### src/rtl/fetch_pkg.sv
// Shared definitions for the instruction fetch controller: state encoding,
// reset fetch address and the program-counter increment helper.
package fetch_pkg;

  typedef enum logic [1:0] {
    ST_IDLE     = 2'd0,
    ST_FETCH    = 2'd1,
    ST_HOLD     = 2'd2,
    ST_REDIRECT = 2'd3
  } fetch_state_e;

  localparam logic [31:0] FETCH_RESET_PC = 32'h0000_0000;
  localparam logic [31:0] PC_STEP        = 32'd4;

  // Address arithmetic wraps modulo 2^32 by construction (32-bit result).
  function automatic logic [31:0] pc_inc(input logic [31:0] addr);
    return addr + PC_STEP;
  endfunction

endpackage

### src/rtl/fetch_timeout_counter.sv
// Saturating wait counter for the memory handshake. hit reports that the
// value being loaded this cycle equals the limit, so the caller can flag
// the timeout on the same edge the counter reaches it.
module fetch_timeout_counter (
  input  logic       clk,
  input  logic       rst,
  input  logic       clear,
  input  logic       enable,
  input  logic [7:0] limit,
  output logic       hit
);

  logic [7:0] count_q;
  logic [7:0] count_d;

  // Next count: clear wins, otherwise count up and stick at the limit.
  always_comb begin
    count_d = count_q;
    if (clear) begin
      count_d = 8'd0;
    end else if (enable && (count_q != limit)) begin
      count_d = count_q + 8'd1;
    end
  end

  assign hit = (count_d == limit);

  // Counter register.
  always_ff @(posedge clk or negedge rst) begin
    if (!rst) begin
      count_q <= 8'd0;
    end else begin
      count_q <= count_d;
    end
  end

endmodule

### src/rtl/fetch_controller.sv
// Single-outstanding instruction fetch controller with branch redirect,
// one-entry instruction hold and a sticky memory timeout flag.
//
// state    | meaning
// ---------+------------------------------------------------------------
// IDLE     | one cycle after reset release, no request
// FETCH    | request outstanding at fetch_pc, waiting for imem_ack
// HOLD     | instruction held for the decode stage, no request
// REDIRECT | branch seen mid-request; drain old request, then jump
module fetch_controller
  import fetch_pkg::*;
#(
  parameter logic [31:0] RESET_PC = FETCH_RESET_PC,
  parameter logic [7:0]  TIMEOUT  = 8'd255
) (
  input  logic        clk,
  input  logic        rst,
  input  logic        stall_in,
  input  logic        branch_taken,
  input  logic [31:0] branch_address,
  output logic        imem_req,
  output logic [31:0] imem_addr,
  input  logic        imem_ack,
  input  logic [31:0] imem_rdata,
  output logic [31:0] instruction,
  output logic [31:0] pc,
  output logic        valid,
  output logic        freeze,
  output logic        timeout_err
);

  fetch_state_e state_q;
  logic [31:0]  fetch_pc_q;
  logic [31:0]  target_q;
  logic [31:0]  instr_q;
  logic [31:0]  pc_q;
  logic         valid_q;
  logic         imem_req_q;
  logic [31:0]  imem_addr_q;
  logic         timeout_q;

  logic         ack_eff;
  logic         wait_clear_d;
  logic         wait_enable;
  logic         wait_hit;

  // An ack only counts while a request is actually outstanding.
  assign ack_eff     = imem_ack & imem_req_q;
  assign wait_enable = imem_req_q & ~imem_ack;

  // Counter clears on any accepted ack and on every entry into FETCH/REDIRECT.
  always_comb begin
    wait_clear_d = ack_eff;
    unique case (state_q)
      ST_IDLE:  wait_clear_d = 1'b1;
      ST_HOLD:  if (branch_taken || (valid_q && !stall_in)) wait_clear_d = 1'b1;
      ST_FETCH: if (branch_taken && !imem_ack) wait_clear_d = 1'b1;
      default:  ;
    endcase
  end

  fetch_timeout_counter u_wait_cnt (
    .clk    (clk),
    .rst    (rst),
    .clear  (wait_clear_d),
    .enable (wait_enable),
    .limit  (TIMEOUT),
    .hit    (wait_hit)
  );

  // Fetch sequencing FSM with registered outputs.
  always_ff @(posedge clk or negedge rst) begin
    if (!rst) begin
      state_q     <= ST_IDLE;
      fetch_pc_q  <= RESET_PC;
      target_q    <= 32'd0;
      instr_q     <= 32'd0;
      pc_q        <= 32'd0;
      valid_q     <= 1'b0;
      imem_req_q  <= 1'b0;
      imem_addr_q <= 32'd0;
      timeout_q   <= 1'b0;
    end else begin
      if (wait_hit && imem_req_q) begin
        timeout_q <= 1'b1;
      end
      unique case (state_q)
        ST_IDLE: begin
          state_q    <= ST_FETCH;
          imem_req_q <= 1'b1;
          if (branch_taken) begin
            fetch_pc_q  <= branch_address;
            imem_addr_q <= branch_address;
          end else begin
            imem_addr_q <= fetch_pc_q;
          end
        end
        ST_FETCH: begin
          if (imem_ack) begin
            if (branch_taken) begin
              // Returned data belongs to the wrong path; refetch at target.
              fetch_pc_q  <= branch_address;
              imem_addr_q <= branch_address;
            end else begin
              instr_q    <= imem_rdata;
              pc_q       <= pc_inc(fetch_pc_q);
              valid_q    <= 1'b1;
              fetch_pc_q <= pc_inc(fetch_pc_q);
              imem_req_q <= 1'b0;
              state_q    <= ST_HOLD;
            end
          end else if (branch_taken) begin
            target_q <= branch_address;
            state_q  <= ST_REDIRECT;
          end
        end
        ST_REDIRECT: begin
          if (imem_ack) begin
            // A branch arriving with the ack is the most recent one and wins.
            if (branch_taken) begin
              fetch_pc_q  <= branch_address;
              imem_addr_q <= branch_address;
            end else begin
              fetch_pc_q  <= target_q;
              imem_addr_q <= target_q;
            end
            state_q <= ST_FETCH;
          end else if (branch_taken) begin
            target_q <= branch_address;
          end
        end
        ST_HOLD: begin
          if (branch_taken) begin
            valid_q     <= 1'b0;
            fetch_pc_q  <= branch_address;
            imem_addr_q <= branch_address;
            imem_req_q  <= 1'b1;
            state_q     <= ST_FETCH;
          end else if (valid_q && !stall_in) begin
            valid_q     <= 1'b0;
            imem_addr_q <= fetch_pc_q;
            imem_req_q  <= 1'b1;
            state_q     <= ST_FETCH;
          end
        end
        default: state_q <= ST_IDLE;
      endcase
    end
  end

  assign imem_req    = imem_req_q;
  assign imem_addr   = imem_addr_q;
  assign instruction = instr_q;
  assign pc          = pc_q;
  assign valid       = valid_q;
  assign freeze      = ~valid_q;
  assign timeout_err = timeout_q;

endmodule
### config.mk
export PLATFORM = sky130hd
export DESIGN_NAME = fetch_controller
export DESIGN_NICKNAME = d
export VERILOG_FILES = /design/src/rtl/fetch_pkg.sv /design/src/rtl/fetch_timeout_counter.sv /design/src/rtl/fetch_controller.sv
export SDC_FILE = /design/constraint.sdc
export NUM_CORES = 1
export LEC_CHECK = 0
export BUFFER_PORTS_ARGS = -buffer_cell sky130_fd_sc_hd__buf_2
export CAP_MARGIN = 0
export CORE_MARGIN = 5
export CORE_UTILIZATION = 40
export CTS_CLUSTER_SIZE = 20
export DETAILED_ROUTE_END_ITERATION = 6
export GPL_ROUTABILITY_DRIVEN = 0
export GPL_TIMING_DRIVEN = 0
export SETUP_SLACK_MARGIN = 0.3
export SLEW_MARGIN = 0
export SYNTH_ARGS = -nofsm -noshare
export SYNTH_HDL_FRONTEND = slang
export SYNTH_SLANG_ARGS = --single-unit
export TNS_END_PERCENT = 20
### constraint.sdc
create_clock -name clk -period 2.2 [get_ports clk]
set_input_delay 0.11 -clock clk [delete_from_list [all_inputs] [get_ports clk]]
set_output_delay 0.11 -clock clk [all_outputs]
set_load 0.01 [all_outputs]
==> results by group, run 1 <==
Yosys
  • Number of synthesized flops with an enable pin: 0
  • Seq cells post-synth: 173
  • Syn Area/Cell: 9.03 um^2
  • Yosys cell types: 73
  • Register area share after synthesis: 48.0%
  • Synthesized net count: 1074
  • Netlist Area Pre-Place: 9010 um^2
  • Syn Inst Count: 998
  • Ys flop type: dfrtp_1
  • Synth warn: 0
  • Async S/R FF share, synth: 100%

Route
  • Vias: 8990
  • Drt total wl: 32000 um
  • Wirelength per Cell: 20.1 um
  • DR iter-0 viols: 827
  • Remaining DRCs: 0
  • DR pass1 iterations: 5
  • Remaining antenna violation count after routing: 0
  • Drt via density: 5.64

Power
  • Pleak: 5.83 nW
  • Peak VDD IR: 0.000615 V
  • PwrDens: 1520 nW/um^2

Min path
  • Hold-critical path depth: 2
  • Hold crit path type: primary input to register

Layout
  • Layout cells sized above 1: 35.8%
  • Fillcell total: 1972
  • Leading cell type in the layout, fill and taps excluded: nand2_1
  • Number of diodes: 0
  • Most frequent cells in the layout: nand2_1 (200), buf_2 (181), dfrtp_1 (167)
  • Layout net count: 1371
  • Design area: 12900 um^2
  • P&R area growth vs syn: 43.4%

GRT
  • Grt met3 use: 4.90%
  • Vias in the first global route: 8950
  • Gr busiest metal: met2
  • Met2 Usage GRT: 38.8%
  • GRT Total Usage: 24.0%
  • Grt ovf: 0
  • First-pass GRT wire length: 49300 um
  • Largest net degree at the start of global routing: 104
  • Initial antenna violation count: 0
  • GRT met1 Usage: 31.7%

Floorplanning
  • Die width: 160 um
  • Die Y: 160 um
  • Die area: 25600 um^2
  • Row count: 55
  • Starting Density: 40.2%
  • I/O Pins: 169
  • Core ar.: 22400 um^2

CTS
  • CTS tree: yes
  • Root Driver: clkbuf_16
  • Clock latency on the worst-skew pair: 440 ps
  • TritonCTS Buffers: 17
  • H-tree levels: 4
  • CTS Sinks: 173
  • Clock slew at reported path FFs: 80 ps
  • CTS Buffer Depth: 2

Place
  • IO Port Bufs: 167
  • Post-DP HPWL: 21700 um
  • Placed cell areas: 10300 um^2

Worst setup path
  • CP Capture Type: register
  • CP startpoint kind: register
  • Crit-path max FO: 8
  • Arrival time at the worst endpoint: 2550 ps
  • CP Class: register to register
  • Critical path required time: 2510 ps
  • FF-to-FF path depth: 7

Timing
  • Unrepaired setup endpoints after global routing: yes
  • Tcrit/Tclk final: 102%
  • Final Skew: 14.1 ps
  • Setup WS post-layout: -37.9 ps
  • Worst slew margin: 51.1%
  • Min Hold Slack: 23.9 ps
  • Fmax achieved: 0.447 GHz
  • Pins Over Slew Limit: 0
  • Fin. Hold Viols: 0
  • Final-report setup violation count: 4
  • Post-layout min period: 2240 ps
  • Worst slew pin tran: 734 ps

Status
  • Outcome: complete, but fails checks
  • Failing checks: negative setup slack

Job
  • Max-cap violations: 0
[area by class of cell]
type	count	area, um^2	area share [%]
repair buffers	278	1940	15.0
clock buffers	17	425	3.29
flip-flops and latches	173	4340	33.5
plain buffers	82	709	5.49
clock inverters	15	201	1.56
multi-input cells	725	4890	37.8
well taps	285	357	2.76
inverters	18	70.1	0.542
[timing repair]
item,in CTS,in global routing
setup buffers,24,22
hold buffers,58,0
gates resized for setup,177,119
gates cloned,5,1
endpoints found under the hold margin,133,0
endpoints found under the setup margin,172,169
pin swaps,43,33
[synthesized netlist by cell type, types with 10 or more instances]
| master | instances | area share (%) |
|---|---|---|
| nor3_1 | 12 | 0.67 |
| o21ai_0 | 86 | 4.8 |
| clkbuf_1 | 57 | 2.4 |
| mux2_2 | 35 | 4.4 |
| nand3_1 | 22 | 1.2 |
| buf_2 | 10 | 0.56 |
| buf_4 | 10 | 0.83 |
| nand2_1 | 204 | 8.5 |
| nor2_1 | 63 | 2.6 |
| xnor2_1 | 21 | 2.0 |
| a22o_1 | 15 | 1.5 |
| a21oi_1 | 79 | 4.4 |
| a221oi_1 | 11 | 1.1 |
| a22oi_1 | 47 | 3.9 |
| inv_1 | 16 | 0.67 |
| dfrtp_1 | 173 | 48 |
[flip-flops by register name, indices dropped and copies added, names as in the netlist]
signal	cells
instruction	32
state_q	2
u_wait_cnt.count_q	8
valid	1
imem_req	1
imem_addr	32
timeout_err	1
pc	32
target_q	32
fetch_pc_q	32
[power by group]
group / leakage [nW] / switching, mW / internal (mW)
logic: 3.39 / 5.95 / 4.78
clock network: 0.299 / 1.57 / 1.55
registers: 2.14 / 1.10 / 4.64
total: 5.83 / 8.63 / 11.0
[worst paths after layout]
check / from / to / slack (ps)
min in group asynchronous: rst / instruction[0] / 230
worst min register to register: timeout_err / timeout_err / 470
max in group asynchronous: rst / fetch_pc_q[12] / 1010
worst max-delay path: state_q[0] / fetch_pc_q[3] / -40
worst max register to register: state_q[0] / fetch_pc_q[3] / -40
worst min-delay path: branch_address[23] / target_q[23] / 20
[routing by layer]
metal  vias to the layer above  wire, um
met2                       386     15300
met1                      4374     13400
met5                         -         0
met3                        87      2160
met4                         0      1160
li1                       4143         -
[through the flow]
stage / worst slack [ps] / setup TNS (ps) / power [mW] / instances / utilization [%]
floorplan: 192 / 0 / 10.8 / 998 / -
global placement: -1950 / -360080 / 13.7 / 1450 / 45.8
detailed placement: -577 / -27850 / 13.9 / 1451 / 46.0
CTS: -54.2 / -345 / 18.7 / 1570 / 55.4
global route: -71.3 / -349 / 20.8 / 1593 / 57.6
finish: -37.9 / -101 / 19.6 / 1593 / 57.6
[logic make-up (layout without fill, tap and decap cells)]
family | count (synthesis) | count (layout) | synth area share [%]
XOR/XNOR | 30 | 30 | 2.91
adder cells (fa/ha/maj) | 7 | 7 | 0.972
AND/OR/NAND/NOR | 346 | 346 | 17.0
AO/OA/AOI/OAI | 305 | 305 | 21.7
flip-flops | 173 | 173 | 48.0
buffers and inverters | 100 | 410 | 4.73
multiplexers | 37 | 37 | 4.59
[critical path, stage by stage (launching register included)]
cell and delay (ps):
dfrtp_2 480, ha_4 190, buf_8 120, o41a_4 570, clkbuf_8 200, buf_12 130
a222oi_1 300, a21oi_1 110
Power figures use the tool's default switching activity.
==> inputs of run 2 (changes only) <==
--- a/config.mk
+++ b/config.mk
@@ -5,16 +5,15 @@
 export SDC_FILE = /design/constraint.sdc
 export NUM_CORES = 1
 export LEC_CHECK = 0
-export BUFFER_PORTS_ARGS = -buffer_cell sky130_fd_sc_hd__buf_2
 export CAP_MARGIN = 0
 export CORE_MARGIN = 5
-export CORE_UTILIZATION = 40
+export CORE_UTILIZATION = 30
 export CTS_CLUSTER_SIZE = 20
 export DETAILED_ROUTE_END_ITERATION = 6
+export DONT_BUFFER_PORTS = 1
 export GPL_ROUTABILITY_DRIVEN = 0
 export GPL_TIMING_DRIVEN = 0
 export SETUP_SLACK_MARGIN = 0.3
-export SLEW_MARGIN = 0
 export SYNTH_ARGS = -nofsm -noshare
 export SYNTH_HDL_FRONTEND = slang
 export SYNTH_SLANG_ARGS = --single-unit
==> run 2 against run 1 <==
The run ends with negative hold slack left. Worst setup slack improved by 90 ps. Largest cell class unchanged. Highest routed layer is now met5. Die area grew 31%. Hold slack lost 660 ps.
==> results by group, run 2 (synthesized netlist as in run 1, its figures left out) <==
Place
  • DP Cell Count: 1388 (-4.3%)
  • IO Port Bufs: 0 (-100%)
  • Post-DP HPWL: 22700 um (+4.7%)

Worst setup path
  • Terminus of the critical flop-to-flop path: fetch_pc_q[23]
  • CP bufs+invs: 4 (+1)
  • CP Capture Type: register
  • Reg-to-Reg Start: state_q[1]
  • Top cell by count, worst path: buf_8
  • CP max-delay cell: dfrtp_2
  • CP top delay family: compound AO/OA/AOI/OAI gates
  • FF-to-FF path depth: 9 (+2)
  • Flop2flop setup slack: 50 ps (+90 ps)
  • Setup crit start: state_q[1]
  • Crit-path max FO: 8 (unchanged)
  • Stages on worst setup path: 9 (+2)
  • CP max stage delay: 420 ps (-150 ps)
  • CP startpoint kind: register
  • Critical path required time: 2530 ps (+20 ps)
  • Arrival time at the worst endpoint: 2480 ps (-70 ps)
  • Setup crit end: fetch_pc_q[23]
  • Critical path, cell by cell: inv_4 > ha_4 > buf_8 > o41a_1 > buf_6 > buf_8 > a22oi_2 > o21ai_2 > a311o_1
  • CP Class: register to register

Timing
  • Tcrit/Tclk final: 97.6% (-4.1 points)
  • Final setup TNS: 0 ps (+101 ps)
  • Post-layout min period: 2150 ps (-89.8 ps)
  • Fin. Hold Viols: 173 (+173)
  • Worst slew margin: 46.6% (-4.4 points)
  • Pins Over Slew Limit: 0 (unchanged)
  • Final-report setup violation count: 0 (-4)
  • Final Skew: 15.2 ps (+1.06 ps)
  • Unrepaired setup endpoints after global routing: yes
  • Fmax achieved: 0.466 GHz (+4.2%)
  • Min Hold Slack: -632 ps (-656 ps)
  • Worst slew pin tran: 801 ps (+66.6 ps)

Route
  • Drt via density: 5.58 (-1.1%)
  • Vias: 8494 (-5.5%)
  • Drt total wl: 33100 um (+3.4%)
  • Remaining DRCs: 0 (unchanged)
  • Wirelength per Cell: 21.7 um (+8.3%)
  • Remaining antenna violation count after routing: 0 (unchanged)
  • DR pass1 iterations: 5 (unchanged)
  • DR iter-0 viols: 971 (+17%)

Layout
  • Register area: 4340 um^2 (about the same)
  • Fillcell total: 2927 (+48%)
  • Layout cells sized above 1: 27.1% (-8.7 points)
  • Number of diodes: 0 (unchanged)
  • Final non-filler cell total: 1522 (-4.5%)
  • Multi-input logic area: 5000 um^2 (+2.2%)
  • P&R area growth vs syn: 34.0%
  • Layout net count: 1196 (-13%)
  • Most frequent cells in the layout: nand2_1 (196), dfrtp_1 (165), dlygate4sd3_1 (67)
  • Leading cell type in the layout, fill and taps excluded: nand2_1

GRT
  • First-pass GRT wire length: 48400 um (-1.7%)
  • Grt ovf: 0 (unchanged)
  • Vias in the first global route: 8172 (-8.7%)
  • Largest net degree at the start of global routing: 174 (+67%)
  • GRT Total Usage: 18.5% (-5.5 points)
  • Initial antenna violation count: 1 (+1)

CTS
  • CTS Buffer Depth: 2 (unchanged)
  • Clock latency on the worst-skew pair: 440 ps (about the same)
  • CTS tree: yes
  • Clock slew at reported path FFs: 80 ps (about the same)
  • H-tree levels: 4 (unchanged)
  • CTS Sinks: 173 (unchanged)
  • TritonCTS Buffers: 17 (unchanged)
  • Root Driver: clkbuf_16

Floorplanning
  • Die width: 183 um (+15%)
  • Core ar.: 29600 um^2 (+32%)
  • I/O Pins: 169 (unchanged)
  • Row count: 63 (+15%)
  • Starting Density: 30.4% (-9.8 points)
  • Die area: 33600 um^2 (+31%)
  • Die Y: 183 um (+15%)

Min path
  • Hold crit path type: primary input to async pin

Power
  • Total chip power: 18.5 mW (-5.5%)
  • Peak VDD IR: 0.000682 V (+11%)
  • Pleak: 4.99 nW (-14%)
  • PwrDens: 1530 nW/um^2 (+1.1%)

Status
  • Outcome: complete, but fails checks
  • Failing checks: negative hold slack

Job
  • Max-cap violations: 0 (unchanged)
-- run 2: cell types whose count changed in the layout (fill, tap and decap cells not counted), sizes merged --
cell / previous run / this run
clkinv: 13 / 6
dlygate4sd3: 58 / 67
inv: 20 / 19
buf: 260 / 83
clkinvlp: 0 / 4
clkbuf: 59 / 55
-- run 2: cell type report --
class / instances / share of cell area (%)
multi-input cells: 725 / 41.4
clock buffers: 20 / 3.70
well taps: 390 / 4.04
repair buffers: 103 / 8.18
flip-flops and latches: 173 / 35.9
inverters: 18 / 0.580
clock inverters: 11 / 0.725
plain buffers: 82 / 5.50
-- run 2: how the worst min path moves through the flow --
stage | startpoint | endpoint | slack (ps) | depth (start not counted)
2_1_floorplan | rst | fetch_pc_q[0] | -190 | 0
3_3_place_gp | rst | instruction[0] | -180 | 0
3_5_place_dp | rst | instruction[0] | -180 | 0
4_1_cts | rst | instruction[0] | -670 | 0
5_1_grt | rst | fetch_pc_q[23] | -650 | 0
6_report | rst | fetch_pc_q[23] | -630 | 0
-- run 2: per-layer routing --
metal | share of wire (%) | track usage, % | vias to the layer above | routed length (um)
met5 | 0.039 | 0 | - | 13
met4 | 1.8 | 4.35 | 2 | 600
met3 | 9.5 | 5.63 | 49 | 3140
met2 | 49 | 30.6 | 407 | 16100
met1 | 40 | 24.0 | 4243 | 13200
li1 | - | - | 3793 | -
-- run 2: worst register-to-register path, cell delays in order, from the launching register on --
cell,delay (ps)
dfrtp_2,420
inv_4,70
ha_4,180
buf_8,130
o41a_1,390
buf_6,170
buf_8,140
a22oi_2,180
o21ai_2,100
a311o_1,280
-- run 2: power by group --
part           internal [mW]  switching, mW
combinational           4.07           5.14
clock                   1.48           1.37
sequential              4.65           1.81
total                   10.2           8.32
-- run 2: per-stage QoR --
step	instance area (um^2)	worst slack (ps)	utilization (%)
detailed placement	9580	-400	32.3
floorplan	9090	192	-
global route	12100	-7.87	40.8
finish	12100	51.9	40.8
CTS	11000	20.0	37.2
global placement	9580	-347	32.3
-- run 2: timing repair --
action | CTS | global route
hold buffers | 66 | 1
gates cloned | 1 | 1
pin swaps | 7 | 65
resized for setup | 57 | 291
setup buffers | 10 | 24
endpoints found under the hold margin | 289 | 174
endpoints found under the setup margin | 172 | 171
